<file path="src/rtl/noc_switch_allocator.sv">
// Switch allocator: round-robin per output, grants gated by downstream credits; outputs registered, 1-cycle latency.
// Backpressure: no grant while an output's credit count is zero; requesters hold until their grant bit is seen.
module noc_switch_allocator #(
  parameter int BUF_DEPTH = 4,
  parameter int CW        = 3
) (
  input  logic        clk_i,
  input  logic        rst_i,
  input  logic [4:0]  req_valid_i,
  input  logic [14:0] req_port_addr_i,
  input  logic [4:0]  credit_en_i,
  output logic [4:0]  grant_o,
  output logic [14:0] xbar_sel_o,
  output logic [4:0]  xbar_vld_o,
  output logic [4:0]  credit_avail_o
);

  localparam int NP = 5;

  logic [NP-1:0][CW-1:0] credit_q, credit_d;
  logic [NP-1:0][2:0]    rr_ptr_q, rr_ptr_d;
  logic [NP-1:0][2:0]    sel_q, sel_d;
  logic [NP-1:0][NP-1:0] elig;      // [output][input]
  logic [NP-1:0]         out_gnt;
  logic [NP-1:0][2:0]    win_idx;
  logic [NP-1:0]         in_gnt;
  logic [NP-1:0]         avail_d;
  logic [3:0]            scan;

  // Codes 5-7 never match an output index, so illegal requests drop out here.
  always_comb begin
    elig = '0;
    for (int o = 0; o < NP; o++) begin
      for (int p = 0; p < NP; p++) begin
        elig[o][p] = req_valid_i[p] && (req_port_addr_i[3*p +: 3] == 3'(o)) && !grant_o[p];
      end
    end
  end

  always_comb begin
    out_gnt = '0;
    win_idx = '0;
    in_gnt  = '0;
    scan    = '0;
    for (int o = 0; o < NP; o++) begin
      for (int k = 0; k < NP; k++) begin
        scan = {1'b0, rr_ptr_q[o]} + 4'(k);
        if (scan >= 4'd5) scan = scan - 4'd5;
        if (!out_gnt[o] && (credit_q[o] != '0) && elig[o][scan[2:0]]) begin
          out_gnt[o] = 1'b1;
          win_idx[o] = scan[2:0];
        end
      end
      if (out_gnt[o]) in_gnt[win_idx[o]] = 1'b1;
    end
  end

  always_comb begin
    credit_d = credit_q;
    rr_ptr_d = rr_ptr_q;
    sel_d    = sel_q;
    avail_d  = '0;
    for (int o = 0; o < NP; o++) begin
      if (out_gnt[o]) begin
        sel_d[o]    = win_idx[o];
        rr_ptr_d[o] = (win_idx[o] == 3'd4) ? 3'd0 : win_idx[o] + 3'd1;
      end
      // A return arriving at full count is dropped rather than overflowing.
      if (out_gnt[o] && !credit_en_i[o]) begin
        credit_d[o] = credit_q[o] - CW'(1);
      end else if (!out_gnt[o] && credit_en_i[o] && (credit_q[o] != CW'(BUF_DEPTH))) begin
        credit_d[o] = credit_q[o] + CW'(1);
      end
      avail_d[o] = (credit_d[o] != '0);
    end
  end

  always_ff @(posedge clk_i) begin
    if (rst_i) begin
      grant_o        <= '0;
      xbar_vld_o     <= '0;
      sel_q          <= '0;
      rr_ptr_q       <= '0;
      credit_avail_o <= '1;
      for (int o = 0; o < NP; o++) credit_q[o] <= CW'(BUF_DEPTH);
    end else begin
      grant_o        <= in_gnt;
      xbar_vld_o     <= out_gnt;
      sel_q          <= sel_d;
      rr_ptr_q       <= rr_ptr_d;
      credit_avail_o <= avail_d;
      credit_q       <= credit_d;
    end
  end

  assign xbar_sel_o = sel_q;

endmodule

</file>
<file path="config.mk">
export PLATFORM = sky130hd
export DESIGN_NAME = noc_switch_allocator
export DESIGN_NICKNAME = d
export VERILOG_FILES = /design/src/rtl/noc_switch_allocator.sv
export SDC_FILE = /design/constraint.sdc
export NUM_CORES = 1
export LEC_CHECK = 0
export CORE_MARGIN = 2
export CORE_UTILIZATION = 60
export CTS_BUF_LIST = sky130_fd_sc_hd__clkbuf_2 sky130_fd_sc_hd__clkbuf_4 sky130_fd_sc_hd__clkbuf_8
export DETAILED_ROUTE_END_ITERATION = 6
export HOLD_SLACK_MARGIN = 0.06
export PLACE_DENSITY = 0.81
export SYNTH_ARGS = -nofsm -noshare
export SYNTH_HDL_FRONTEND = slang
export SYNTH_SLANG_ARGS = --single-unit
</file>
<file path="constraint.sdc">
create_clock -name clk_i -period 7.76 [get_ports clk_i]
set_input_delay 1.164 -clock clk_i [delete_from_list [all_inputs] [get_ports clk_i]]
set_output_delay 1.164 -clock clk_i [all_outputs]
set_load 0.02 [all_outputs]
</file>
== After elaboration in Yosys (flattened, before gate mapping) ==
Cells that the tools add are included.
Storage, ports and cells
  memory bits (writable): 0
  latch bits: 0
  memories kept: 0
  output and inout port bits: 30
  input bits: 27
  register bits after elaboration: 60
  memory bits (read-only): 0
Cells by class
  shift-type cells: 0
  equality and inequality tests: 30
  reduce and logical (&&, ||, !) cells: 165
  magnitude comparators: 60
  multiply operators: 0
  add/sub/neg operators: 60
  div/mod/pow operators: 0
  mux-type cells: 155
  bitwise logic cells: 4
Operators with widths (number)
  2-to-1 mux 3 bit: 65
  < comparator 3 x 4 -> 1 bit, second input constant: 30
  logical AND 1 bit: 115
  >= comparator 4 x 3 -> 1 bit, second input constant: 20
  binary-select mux 1 bit (select 3 bit): 25
  subtractor 3 bit, second input constant: 25
  2-to-1 mux 1 bit: 55
  adder 3 x 2 -> 4 bit, second input constant: 10
  logical NOT 1 bit: 35
  adder 3 x 1 -> 3 bit, second input constant: 10
  equality test 3 x 2 -> 1 bit, second input constant: 10
  equality test 3 bit, second input constant: 10
  nonzero test 3 bit: 10
  2-to-1 mux 5 bit: 5
  adder 3 x 1 -> 4 bit, second input constant: 5
  adder 3 x 3 -> 4 bit, second input constant: 5
  bitwise OR 5 bit: 4
  demux 1 bit (select 3 bit): 5
  equality test 3 x 1 -> 1 bit, second input constant: 5
  >= comparator 3 x 1 -> 1 bit, second input constant: 5
  >= comparator 3 bit, second input constant: 5
  logical NOT 3 bit: 5
  != test 3 bit, second input constant: 5
  subtractor 3 x 1 -> 3 bit, second input constant: 5

== Longest topological paths before layout ==
Gate-level depths: netlist of run 1.
  depth after elaboration: 36
  mapped depth: 18
  gate-level depth less buffers: 17

== Worst setup path after synthesis of run 1 ==
No wires, ideal clock.
  path kind: input -> register
  from: in req_port_addr_i[6]
  to: reg rr_ptr_q[14] (netlist name)
  path buffers: 1
  stages: 13
  setup time: 0.070 ns
  setup slack: 3.934 ns
  required time: 7.690 ns
  arrival: 3.756 ns
  path through: buf_2 -> nor4b_1 -> and2_1 -> mux2i_1 -> or3_1 -> and4bb_1 -> and3_1 -> and3_1 -> a21oi_2 -> inv_2 -> ha_1 -> or3_1 -> a21oi_1
RTL lines
  from (decl): RTL line 10  | input logic [14:0] req_port_addr_i,
  to (signal assigned): RTL line 90  | rr_ptr_q <= rr_ptr_d;
  to (decl): RTL line 21  | logic [NP-1:0][2:0] rr_ptr_q, rr_ptr_d;

== Worst setup path in the final report of run 1 ==
  from: reg rr_ptr_q[3] (netlist name)
  to: reg credit_avail_o[1]
Between the ends
  word-level cells in the longest chain between the ends: 28
RTL lines
  branches (longest 21 deep; another with adder 3 x 1 -> 4 bit)
  2-to-1 mux 1 bit *: RTL line 49  | if (!out_gnt[o] && (credit_q[o] != '0) && elig[o][scan[2:0]]) begin
  logical NOT 1 bit: RTL line 71  | end else if (!out_gnt[o] && credit_en_i[o] && (credit_q[o] != CW'(BUF_DEPTH))) begin
  logical AND 1 bit (2 in series): RTL line 71
  2-to-1 mux 3 bit: RTL line 71
  2-to-1 mux 3 bit *: RTL line 69  | if (out_gnt[o] && !credit_en_i[o]) begin
  nonzero test 3 bit *: RTL line 74  | avail_d[o] = (credit_d[o] != '0);
  to (signal assigned): RTL line 91  | credit_avail_o <= avail_d;
  to (decl): RTL line 15  | output logic [4:0] credit_avail_o
Mark *: on every way between the ends. The select of a mux whose other input is x is not followed.
A chain may end at the register's enable or synchronous reset.

==> results list, run 1 <==
- The run finished with clean final reports.
- Post-route fraction of the period consumed by the critical path: 65.75%
* Biggest area contributors in the synthesized netlist: sky130_fd_sc_hd__dfxtp_1 14%, sky130_fd_sc_hd__ha_1 9.6%, sky130_fd_sc_hd__nor2_1 4.6%
- Normalized max-slew margin: approximately 32%
* #FFs+latches synth: 60
- Util after Layout: approximately two thirds
- Setup violations remaining at the end of the flow were counted as 0.
- Number of synthesized flops with an enable pin: 0
- Synthesized Nets: ~1200
- The clock tree synthesis step divided the H-tree into 3 levels.
- Sink Count: 60
- The tool flagged a number of max-cap violations equal to 0.
- DRC violations left: 0
- Quantity of I/O buffers inserted on ports: 56
- Combined area of all synthesized cells: between 8000 and 9000 um^2
* Detail-routed net length per standard cell: roughly 18 um
* Cts bufs inserted: 9
- Unrepaired setup endpoints after global routing: no
- Placed cell count: about 1300
* Overall track demand over capacity in global routing: between 30% and 40%
* Highest achievable clock rate: between 0.15 and 0.2 GHz
- P per Cell Area: about 440 nW/um^2
- The pre-antenna-repair detailed-routing pass consisted of 6 iterations.
- Summed over all layers, the global routing overflow is 0.
- Commonest non-fill, non-tap cells in the layout: 102 x sky130_fd_sc_hd__nor2_1, 93 x sky130_fd_sc_hd__nand2_1, 64 x sky130_fd_sc_hd__ha_1
- In the synthesized netlist the dominant register cell turns out to be sky130_fd_sc_hd__dfxtp_1.
- In this run the worst hold path is classified as flop to flop.
* Row cnt: 43
* Core ar.: approximately 14000 um^2
- In the synthesized netlist the async set-or-reset flop fraction comes to 0%.
* Shortest period the worst path allows: approximately 5.1 ns
* Commonest non-fill, non-tap cell in the layout: sky130_fd_sc_hd__nor2_1
* Number of library cell types mapped by synthesis: around 120
- Entering global routing, the biggest net connects 50 pins.
- In this run the deepest clock path goes through 2 buffers.
- Static leakage power: around 0.0035 uW
- Number of instances in the synthesized netlist: between 1000 and 1500
- The critical path is of the flop to flop type.
- The HPWL after detailed placement is around 18 mm.
* Sequential element share of the synthesized area: 14.39%
- Area share of the largest cell type after synthesis: around 14%
- Launching element type of the critical path: flop
* Proportion of layout cells with a drive suffix above 1: ~9.7%
- Top cell type by total area after synthesis: sky130_fd_sc_hd__dfxtp_1
* Synthesis Warnings: 0
- The number of setup buffers added after CTS is 0.
- Final hold violations: 0
- The repair_antennas step left the layout with diodes totalling 0.
* Crit path capture type: flop
- For the final routed database, the setup TNS stands at 0 ns.
- The average instance in the mapped netlist occupies roughly 7.7 um^2.
- Leaving out filler cells and counting taps, the final layout contains 1290.
* Die area: 14870 um^2
* Post-cts repair resize count: 0
* Worst slack on hold paths: 0.4664 ns
* TritonCTS clock tree: built
- For this block, the routed nets add up to 23.76 mm of wire.
- Final weighted congestion in routability-driven placement: approximately 1.0
* Fin Clk Skew: approximately 0.012 ns
* DR iter-0 viols: between 1000 and 1500
- Number of primary I/O pins: between 50 and 60
- Worst Tran Pin Value: about 1.0 ns
* Clock insertion delay at the later pin of the skew report: 0.37 ns
- From bottom edge to top edge, the die measures 121.9 um.
* Vias per cell: between 6 and 7
- For this run, the post-layout net count is approximately 1200.
- After clock tree synthesis, the flow added hold-fix buffers numbering 0.
- Die Width: 121.9 um
* Vias in the first global route: roughly 7800
* Worst IR drop on VDD: around 0.23 mV
* Synth-to-layout area growth: 9.175%
- Wire length of the first global-routing pass: approximately 38 mm
* Pre-CTS setup slack: around 2.8 ns
- At the worst endpoint, the arrival time is between 5 and 6 ns.
- Setup slack on the critical path of the routed design comes to roughly 2.7 ns.
* Clock-pin slew of the registers on the worst-case setup and hold paths: 0.07 ns
* Starting Density: between 60% and 70%
* Via count: between 8000 and 9000
- The count of nets left with antenna violations once routing finished came out at 0.
* Number of antenna violations at the first check in global routing: 0
- Worst path required time: ~8 ns
* CP max FO: 25
- Cell chosen for the clock root: sky130_fd_sc_hd__clkbuf_8
- The final number of max-transition violations was 0.
-- registers in the layout (all words and copies together) (netlist names) --
signal          cells
credit_avail_o      5
xbar_vld_o          5
credit_q           15
xbar_sel_o         15
grant_o             5
rr_ptr_q           15
-- layer usage --
layer / wire, um / global-route usage (%)
met2: 10670 / 51.33
met1: 10420 / 42.99
met5: 0 / 0
met3: 1915 / 5.197
met4: 747 / 14.08
-- path summary, 6_finish.rpt --
check                                                 start                      endpoint  slack, ns  cells past startpoint
worst max-delay path               rr_ptr_q[3]$_SDFFE_PP0N_  credit_avail_o[1]$_SDFF_PP1_       2.66                     13
worst min-delay path            xbar_sel_o[10]$_SDFFE_PP0N_   xbar_sel_o[10]$_SDFFE_PP0N_       0.47                      2
worst max register to register     rr_ptr_q[3]$_SDFFE_PP0N_  credit_avail_o[1]$_SDFF_PP1_       2.66                     13
worst min register to register  xbar_sel_o[10]$_SDFFE_PP0N_   xbar_sel_o[10]$_SDFFE_PP0N_       0.47                      2
-- layout make-up --
class | instances | area, um^2
clock buffers | 11 | 138.9
flip-flops and latches | 60 | 1201
clock inverters | 5 | 86.33
repair buffers | 56 | 555.5
well taps | 180 | 225.2
inverters | 69 | 260.3
fillers | 1228 | 4608
multi-input cells | 909 | 6644
-- synthesized netlist by cell type (all sizes together) (10+ instances only) --
master	count
nand2b	31
nor2b	22
dfxtp	60
a31oi	20
and2	12
nand3	38
o31ai	10
xnor2	24
clkbuf	21
inv	68
nor3b	12
ha	64
nand3b	12
buf	27
a211oi	17
o211ai	13
o21a	11
and3	12
nand2	93
mux2i	32
o21ai	37
a21o	17
nand4	15
a21oi	68
or3	14
o22ai	11
nor3	30
nor2	102
-- critical path, stage by stage, from the launching register on --
cell and delay [ns]:
sky130_fd_sc_hd__dfxtp_1 0.96, sky130_fd_sc_hd__inv_2 0.26, sky130_fd_sc_hd__ha_1 0.36, sky130_fd_sc_hd__ha_1 0.50, sky130_fd_sc_hd__inv_1 0.14, sky130_fd_sc_hd__a22oi_1 0.26, sky130_fd_sc_hd__a21boi_1 0.34, sky130_fd_sc_hd__o211a_1 0.24
sky130_fd_sc_hd__o221ai_1 0.16, sky130_fd_sc_hd__a21oi_1 0.80, sky130_fd_sc_hd__nand3_1 0.39, sky130_fd_sc_hd__a22oi_2 0.29, sky130_fd_sc_hd__mux2i_1 0.24, sky130_fd_sc_hd__a21o_1 0.10
-- report_power, final --
part | leakage [uW] | internal, uW | switching [uW]
sequential | 0.000495 | 422 | 157
combinational | 0.00289 | 1270 | 1870
clock | 0.000115 | 190 | 146
total | 0.00350 | 1880 | 2170
-- logic make-up (layout without fill, tap and decap cells) --
logic type / after synthesis / in the layout / synth area share (%)
mux: 47 / 47 / 6.807
compound gates: 325 / 325 / 29.90
fa+ha+maj: 69 / 69 / 10.79
xor+xnor: 24 / 24 / 2.609
simple gates: 444 / 444 / 29.51
buf+inv: 117 / 141 / 5.997
flops: 60 / 60 / 14.39
-- metrics by stage --
| stage | power (uW) | instance area (um^2) |
|---|---|---|
| finish | 4052 | 9111 |
| global route | 4397 | 9111 |
| CTS | 4003 | 9111 |
| detailed placement | 3648 | 8886 |
| global placement | 3585 | 8886 |
| floorplan | 2994 | 8346 |
No activity file was read; power rests on OpenSTA's default activity.
==> inputs of run 2 (changes only) <==
- CORE_UTILIZATION: 60 -> 57
- clock period: 7.76 -> 4.5 ns (I/O delays scaled with it)
==> run 2 against run 1 <==
Effect of this change:
- combinational power is 87% higher
- via count is 2.8% higher
- worst setup slack worse by 2.4 ns
- routed wire length is 4.8% higher
- global-route usage is 1.5 points lower
- sequential share of layout area is 0.36 points lower
- largest power group unchanged
- first-iteration DRC count is 6.0% lower
- clock skew hardly changed
- largest cell class unchanged
- maximum frequency is 21% higher
==> results list, run 2 (synthesis gave the netlist of run 1 again) <==
- Starting Density: between 50 and 60%
* Most Used Layer, Global Route: met2
- Setup repair after global routing left no endpoint under its margin.
- Post-route fraction of the period consumed by the critical path: approximately 93%
* TritonCTS clock tree: built
- Hold Buf Count CTS: 0
* Overall track demand over capacity in global routing: 30.68%
* Sink Count: 60
* Cell chosen for the clock root: sky130_fd_sc_hd__clkbuf_8
- In the routed design, unresolved DRC markers number 0.
- P per Cell Area: 773.8 nW/um^2
* Total grt overflow: 0
* Die area: approximately 16000 um^2
* Clock insertion delay at the later pin of the skew report: around 0.37 ns
- Final hold violations: 0
- In the final routed layout, each cell accounts on average for ~19 um.
- The routed layout has approximately 9000 vias.
- Vias per cell: 6.573
- On the critical path, the stage with the largest delay is an instance of sky130_fd_sc_hd__mux2i_1.
* Worst IR drop on VDD: 0.5251 mV
* Detailed Routing Iterations Pass 1: 7
- At the pin with the least slew margin, the transition time is roughly 0.62 ns.
- The area growth from synthesis to layout is 12.47%.
- The tool flagged a number of max-cap violations equal to 0.
- Startpoint of the lowest-slack register-to-register path: rr_ptr_q[12]$_SDFFE_PP0N_
* Crit path capture type: flop
* Global-route met2 utilization: a little under half
- Final weighted congestion in routability-driven placement: approximately 1.0
- Register-to-Register Setup Slack: between 0.2 and 0.3 ns
- Class of the worst hold path: flop to flop
- Clock-pin slew of the registers on the worst-case setup and hold paths: roughly 0.080 ns
- Counting the fill cells in the layout gives around 1300.
* Critical path endpoint: rr_ptr_q[14]$_SDFFE_PP0N_
- Pre-CTS setup slack: 0.2701 ns
- The final number of max-transition violations came to 0.
- Final TNS setup: 0 ns
* Vias in the first global route: ~7900
- Counting the buffers created by CTS gives 9.
* Number of buffers added for setup after CTS: 0
- Setup slack closes at 0.2986 ns.
- Proportion of layout cells with a drive suffix above 1: between 10% and 20%
* Number of antenna violations at the first check in global routing: 0
- Met1 demand-to-capacity share in global routing: between 40% and 50%
- Final #Nets: between 1000 and 1500
- Fin Clk Skew: 0.01200 ns
- Pin count of the biggest net entering global routing: 50
* Critical path's largest stage delay: between 0.4 and 0.5 ns
* Worst path required time: 4.79 ns
- The critical path goes through inv_1 > ha_1 > inv_1 > fa_1 > a21oi_2 > mux2i_1 > nand2_1 > nor4b_2 > and4bb_1 > and3_1 > and3_1 > a21oi_2 > inv_2 > ha_1 > or3_1 > a21oi_1.
* Highest achievable clock rate: 0.2380 GHz
- The critical path starts at rr_ptr_q[12]$_SDFFE_PP0N_.
* Core ar.: around 14000 um^2
- In this run the vertical extent of the chip is 125 um.
* Row cnt: 44
- The clock passes through at most 2 buffers.
- Result of the run: finished, final reports clean
* Commonest non-fill, non-tap cell in the layout: sky130_fd_sc_hd__nor2_1
- Worst endpoint data arrival time: 4.50 ns
- Shortest period the worst path allows: about 4.2 ns
* CTS H-tree lvls: 3
- Commonest non-fill, non-tap cells in the layout: 102 x sky130_fd_sc_hd__nor2_1, 93 x sky130_fd_sc_hd__nand2_1, 64 x sky130_fd_sc_hd__ha_1
* Critical R2R Capture: rr_ptr_q[14]$_SDFFE_PP0N_
- Once placement finished, the instance area stood at between 9000 and 10000 um^2.
- The critical path is of the flop to flop type.
- The worst register-to-register path has a depth of 16.
- Buffers placed on the I/O ports in this run total between 50 and 60.
* Finished Cell Area: roughly 9400 um^2
* Normalized max-slew margin: between 50% and 60%
- The first global-routing pass estimated 39.71 mm of wire.
- Remaining antenna violation count after routing: 0
- Detailed Place HPWL: 19.30 mm
* Total wire length: 24.89 mm
- Setup violations remaining at the end of the flow were counted as 0.
* Final antenna diode count: 0
* CP max FO: 5
- DR iter-0 viols: 1169
* Die Width: 125 um
- The analysis attributes to cell leakage a power of roughly 0.0037 uW.
- 57 I/O pins were placed.
- STA classifies the critical path startpoint as a flop.
* Met3 track utilization from global routing: 4.921%
## run 2: cell types whose count changed in the layout (fill, tap and decap cells not counted), moves of 2 or more
cell / delta
sky130_fd_sc_hd__clkbuf_4: -2
sky130_fd_sc_hd__dfxtp_1: -2
sky130_fd_sc_hd__dfxtp_2: +2
sky130_fd_sc_hd__inv_6: +2
sky130_fd_sc_hd__bufinv_16: -2
sky130_fd_sc_hd__buf_4: +41
## run 2: layout make-up
class | instances | area (um^2) | share of cell area (%)
clock buffers | 10 | 137.6 | 1.466
multi-input cells | 909 | 6644 | 70.78
flip-flops and latches | 60 | 1204 | 12.82
inverters | 69 | 260.3 | 2.773
repair buffers | 97 | 863.3 | 9.198
clock inverters | 6 | 47.55 | 0.5065
well taps | 184 | 230.2 | 2.453
## run 2: routing by layer
metal | wire [um] | up-vias
met5 | 0 | -
met2 | 10970 | 440
li1 | - | 4193
met1 | 10940 | 4069
met4 | 866 | 0
met3 | 2117 | 73
## run 2: worst min-delay path by stage
stage	from	end	slack, ns	cells past startpoint
after floorplan	credit_q[10]$_SDFF_PP0_	credit_q[10]$_SDFF_PP0_	0.48	2
after global routing	xbar_sel_o[2]$_SDFFE_PP0P_	xbar_sel_o[2]$_SDFFE_PP0P_	0.50	2
final	xbar_sel_o[9]$_SDFFE_PP0N_	xbar_sel_o[9]$_SDFFE_PP0N_	0.46	2
after global placement	xbar_sel_o[9]$_SDFFE_PP0N_	xbar_sel_o[9]$_SDFFE_PP0N_	0.44	2
after detailed placement	xbar_sel_o[9]$_SDFFE_PP0N_	xbar_sel_o[9]$_SDFFE_PP0N_	0.45	2
after CTS	xbar_sel_o[9]$_SDFFE_PP0N_	xbar_sel_o[9]$_SDFFE_PP0N_	0.46	2
## run 2: power breakdown
group          switching (uW)  internal, uW  leakage, uW
registers                 180           729     0.000496
clock network             255           219    0.0000933
logic                    3460          2420      0.00309
total                    3890          3370      0.00368
## run 2: timing repair
action / 4_1_cts / 5_1_grt
hold endpoints to repair: 0 / 0
setup endpoints to repair: 0 / 2
resized for setup: 0 / 2
## run 2: worst max-delay path: cells and delay by family, from the launching register on
kind / cells / cell delay [ns]
DFF: 1 / 0.31
and+or+nand+nor: 6 / 1.59
buffers and inverters: 3 / 0.33
adders and majority gates: 3 / 0.81
muxes: 1 / 0.49
AOI/OAI and AO/OA: 3 / 0.59
## run 2: through the flow
stage          hold slack [ns]  std cells  total power (uW)  util [%]
2_1_floorplan           0.4808       1086              5163         -
3_3_place_gp            0.4419       1319              6563     63.78
3_5_place_dp            0.4534       1319              6660     63.78
4_1_cts                 0.4650       1335              7167     65.06
5_1_grt                 0.5039       1335              7849     65.08
6_report                0.4644       1335              7263     65.08
==> inputs of run 3 (changes only) <==
- CTS_CLUSTER_DIAMETER: default -> 30
- PLACE_DENSITY: 0.81 -> 0.9
==> run 3 against run 2 <==
Effect of this change:
- clock-buffer cell count unchanged
- utilization down 0.16 points
- worst hold slack worse by 0.0025 ns
- flip-flop and latch count unchanged
- maximum frequency up 0.97%
- clock skew up 0.0073 ns
- die area unchanged
- combinational power down 0.9%
- routed wire length down 3.1%
- critical path depth unchanged
- sequential share of layout area about the same
- critical endpoint is now rr_ptr_q[2]$_SDFFE_PP0P_
==> results list, run 3 (synthesis gave the netlist of run 1 again) <==
- The run finished with clean final reports.
* Worst Tran Pin Value: roughly 0.58 ns
- Final hold violations: 0
* Wire length of the first global-routing pass: roughly 39 mm
- Number of max-capacitance violations reported: 0
* Number of primary I/O pins: 57
* Detail-routed net length per standard cell: 18.11 um
- Global routing used between 40% and 50% of the available met1 tracks.
* Number of filler instances in the final layout: about 1300
- On the worst path, the slowest cell contributes a delay of around 0.44 ns.
- Setup total negative slack on the finished layout was measured at 0 ns.
- Data arrives at the worst endpoint at approximately 4.4 ns.
- Cts bufs inserted: 9
- In this run, the combinational gates consume around four fifths of the power.
- Cell chain of the critical path: ha_1 > inv_1 > fa_1 > a21oi_1 > mux2i_2 > mux2_2 > o2bb2ai_1 > or3b_1 > or2_2 > a21oi_1 > o21ai_1 > inv_1 > ha_1 > nor3_1 > a211oi_1 > a211oi_1
- Number of buffers and inverters on the critical path: 2
* Die area: approximately 16000 um^2
- In the final design database the tool counted 1239 nets.
- The area growth from synthesis to layout is 12.19%.
- The die is 125 um wide.
- Global-route met2 utilization: between 40 and 50%
- Detailed Routing Iterations Pass 1: 6
- Worst IR drop on VDD: 0.4796 mV
- The kind of cell with the highest combined delay along the critical path is compound AO/OA/AOI/OAI gates.
- CTS H-tree lvls: 3
- Class of the worst hold path: flop to flop
* Proportion of layout cells with a drive suffix above 1: ~13%
- Cells fill approximately two thirds of the core in the end.
* Clock-pin slew of the registers on the worst-case setup and hold paths: about 0.08 ns
- Core ar.: 14420 um^2
* Met3 track utilization from global routing: 5.520%
- Row cnt: 44
* Number of antenna violations at the first check in global routing: 0
- Post-route fraction of the period consumed by the critical path: slightly above 90%
* P per Cell Area: 771.6 nW/um^2
* Quantity of I/O buffers inserted on ports: 56
- Static timing analysis puts the maximum clock frequency at 0.2403 GHz.
* Net Switching: 3858 uW
- The via count of the first global-routing pass came to just over 8000.
- Normalized max-slew margin: roughly three fifths
- Commonest non-fill, non-tap cell in the layout: sky130_fd_sc_hd__nor2_1
- The congestion estimate from routability-driven global placement came to slightly above 1.
* Via count: slightly below 9000
- TritonCTS built the clock tree.
- Sequential Power Share: between 10 and 15%
- In the routed layout, each cell is associated on average with a via count of roughly 6.6.
- For the worst setup path, the data required time is 4.77 ns.
- Final antenna diode count: 0
* Y dimension of the die: about 130 um
- The critical path in this run is classified as flop to flop.
- Cell chosen for the clock root: sky130_fd_sc_hd__clkbuf_8
* Crit path capture type: flop
- Hold Buf Count CTS: 0
* Remaining antenna violation count after routing: 0
- Setup repair after global routing left no endpoint under its margin.
- DR iter-0 viols: roughly 950
- After global routing, the most crowded layer is met2.
* Pint: 3366 uW
- Per report_power, the clock group accounts for under 10% of the total.
* Overall track demand over capacity in global routing: a little under a third
- CP max FO: 9
- After legalization and detailed placement, the total HPWL measured 18.68 mm.
- CP max stage cell: sky130_fd_sc_hd__dfxtp_2
- Counting along the longest clock path gives a buffer depth of 2.
* Pin count of the biggest net entering global routing: 50
- Number of setup violations in the final report: 0
* DRC violations left: 0
* Total wire length: roughly 24 mm
- Starting Density: about 58%
- Net switching is between 50% and 60% of the power.
- Total grt overflow: 0
- Counting every sink on the clock net gives 60.
- Static leakage power: 0.003662 uW
* Commonest non-fill, non-tap cells in the layout: 102 x sky130_fd_sc_hd__nor2_1, 93 x sky130_fd_sc_hd__nand2_1, 64 x sky130_fd_sc_hd__ha_1
- Fin Clk Skew: 0.01934 ns
* Shortest period the worst path allows: 4.161 ns
- The worst setup path is launched from a flop.
- Number of pins exceeding their max-slew limit in the final report: 0
- The clock reaches the later pin of the worst-skew pair after ~0.38 ns.
[run 3: area by class of cell]
type,count,area (um^2),area share (%)
Multi-Input combinational cell,909,6644,70.96
Clock buffer,10,137.6,1.470
Clock inverter,6,46.29,0.4945
Sequential cell,60,1204,12.86
Timing Repair Buffer,94,840.8,8.980
Tap cell,184,230.2,2.459
Inverter,69,260.3,2.780
[run 3: through the flow]
step	total power, uW	std cells	hold slack (ns)	area (um^2)	setup slack (ns)
2_1_floorplan	5163	1086	0.4808	8346	0.6881
3_3_place_gp	6508	1316	0.4427	9176	0.3043
4_1_cts	7132	1332	0.4658	9360	0.2926
3_5_place_dp	6616	1316	0.4544	9176	0.2815
6_report	7224	1332	0.4618	9363	0.3391
5_1_grt	7838	1332	0.4915	9363	0.04800
[run 3: repair_timing]
item,in CTS,in global routing
buffers inserted,0,0
gates resized for setup,0,2
endpoints found under the hold margin,0,0
endpoints found under the setup margin,0,1
[run 3: final timing paths]
| check | from | to | slack (ns) | cells past startpoint |
|---|---|---|---|---|
| max | rr_ptr_q[1]$_SDFFE_PP0P_ | rr_ptr_q[2]$_SDFFE_PP0P_ | 0.34 | 16 |
| min | xbar_sel_o[14]$_SDFFE_PP0N_ | xbar_sel_o[14]$_SDFFE_PP0N_ | 0.46 | 2 |
| min reg2reg | xbar_sel_o[14]$_SDFFE_PP0N_ | xbar_sel_o[14]$_SDFFE_PP0N_ | 0.46 | 2 |
| max reg2reg | rr_ptr_q[1]$_SDFFE_PP0P_ | rr_ptr_q[2]$_SDFFE_PP0P_ | 0.34 | 16 |
[run 3: routing by layer]
metal	vias to the layer above	wire, um	share of wire, %
met5	-	0	0
met4	0	584	2.4
met3	57	2025	8.4
met2	418	11110	46
met1	4133	10400	43
li1	4189	-	-
[run 3: power groups by stage]
| stage | logic [uW] | registers (uW) | clock network, uW |
|---|---|---|---|
| floorplan | 4190 | 974 | 0 |
| global placement | 5600 | 911 | 0 |
| detailed placement | 5700 | 917 | 0 |
| CTS | 5730 | 906 | 494 |
| global route | 6390 | 933 | 518 |
| finish | 5830 | 910 | 488 |
[run 3: worst min-delay path, delay by kind of cell (launching register included)]
family             cells  cell delay [ns]
AOI/OAI and AO/OA      1             0.05
DFF                    1             0.32
and+or+nand+nor        1             0.05
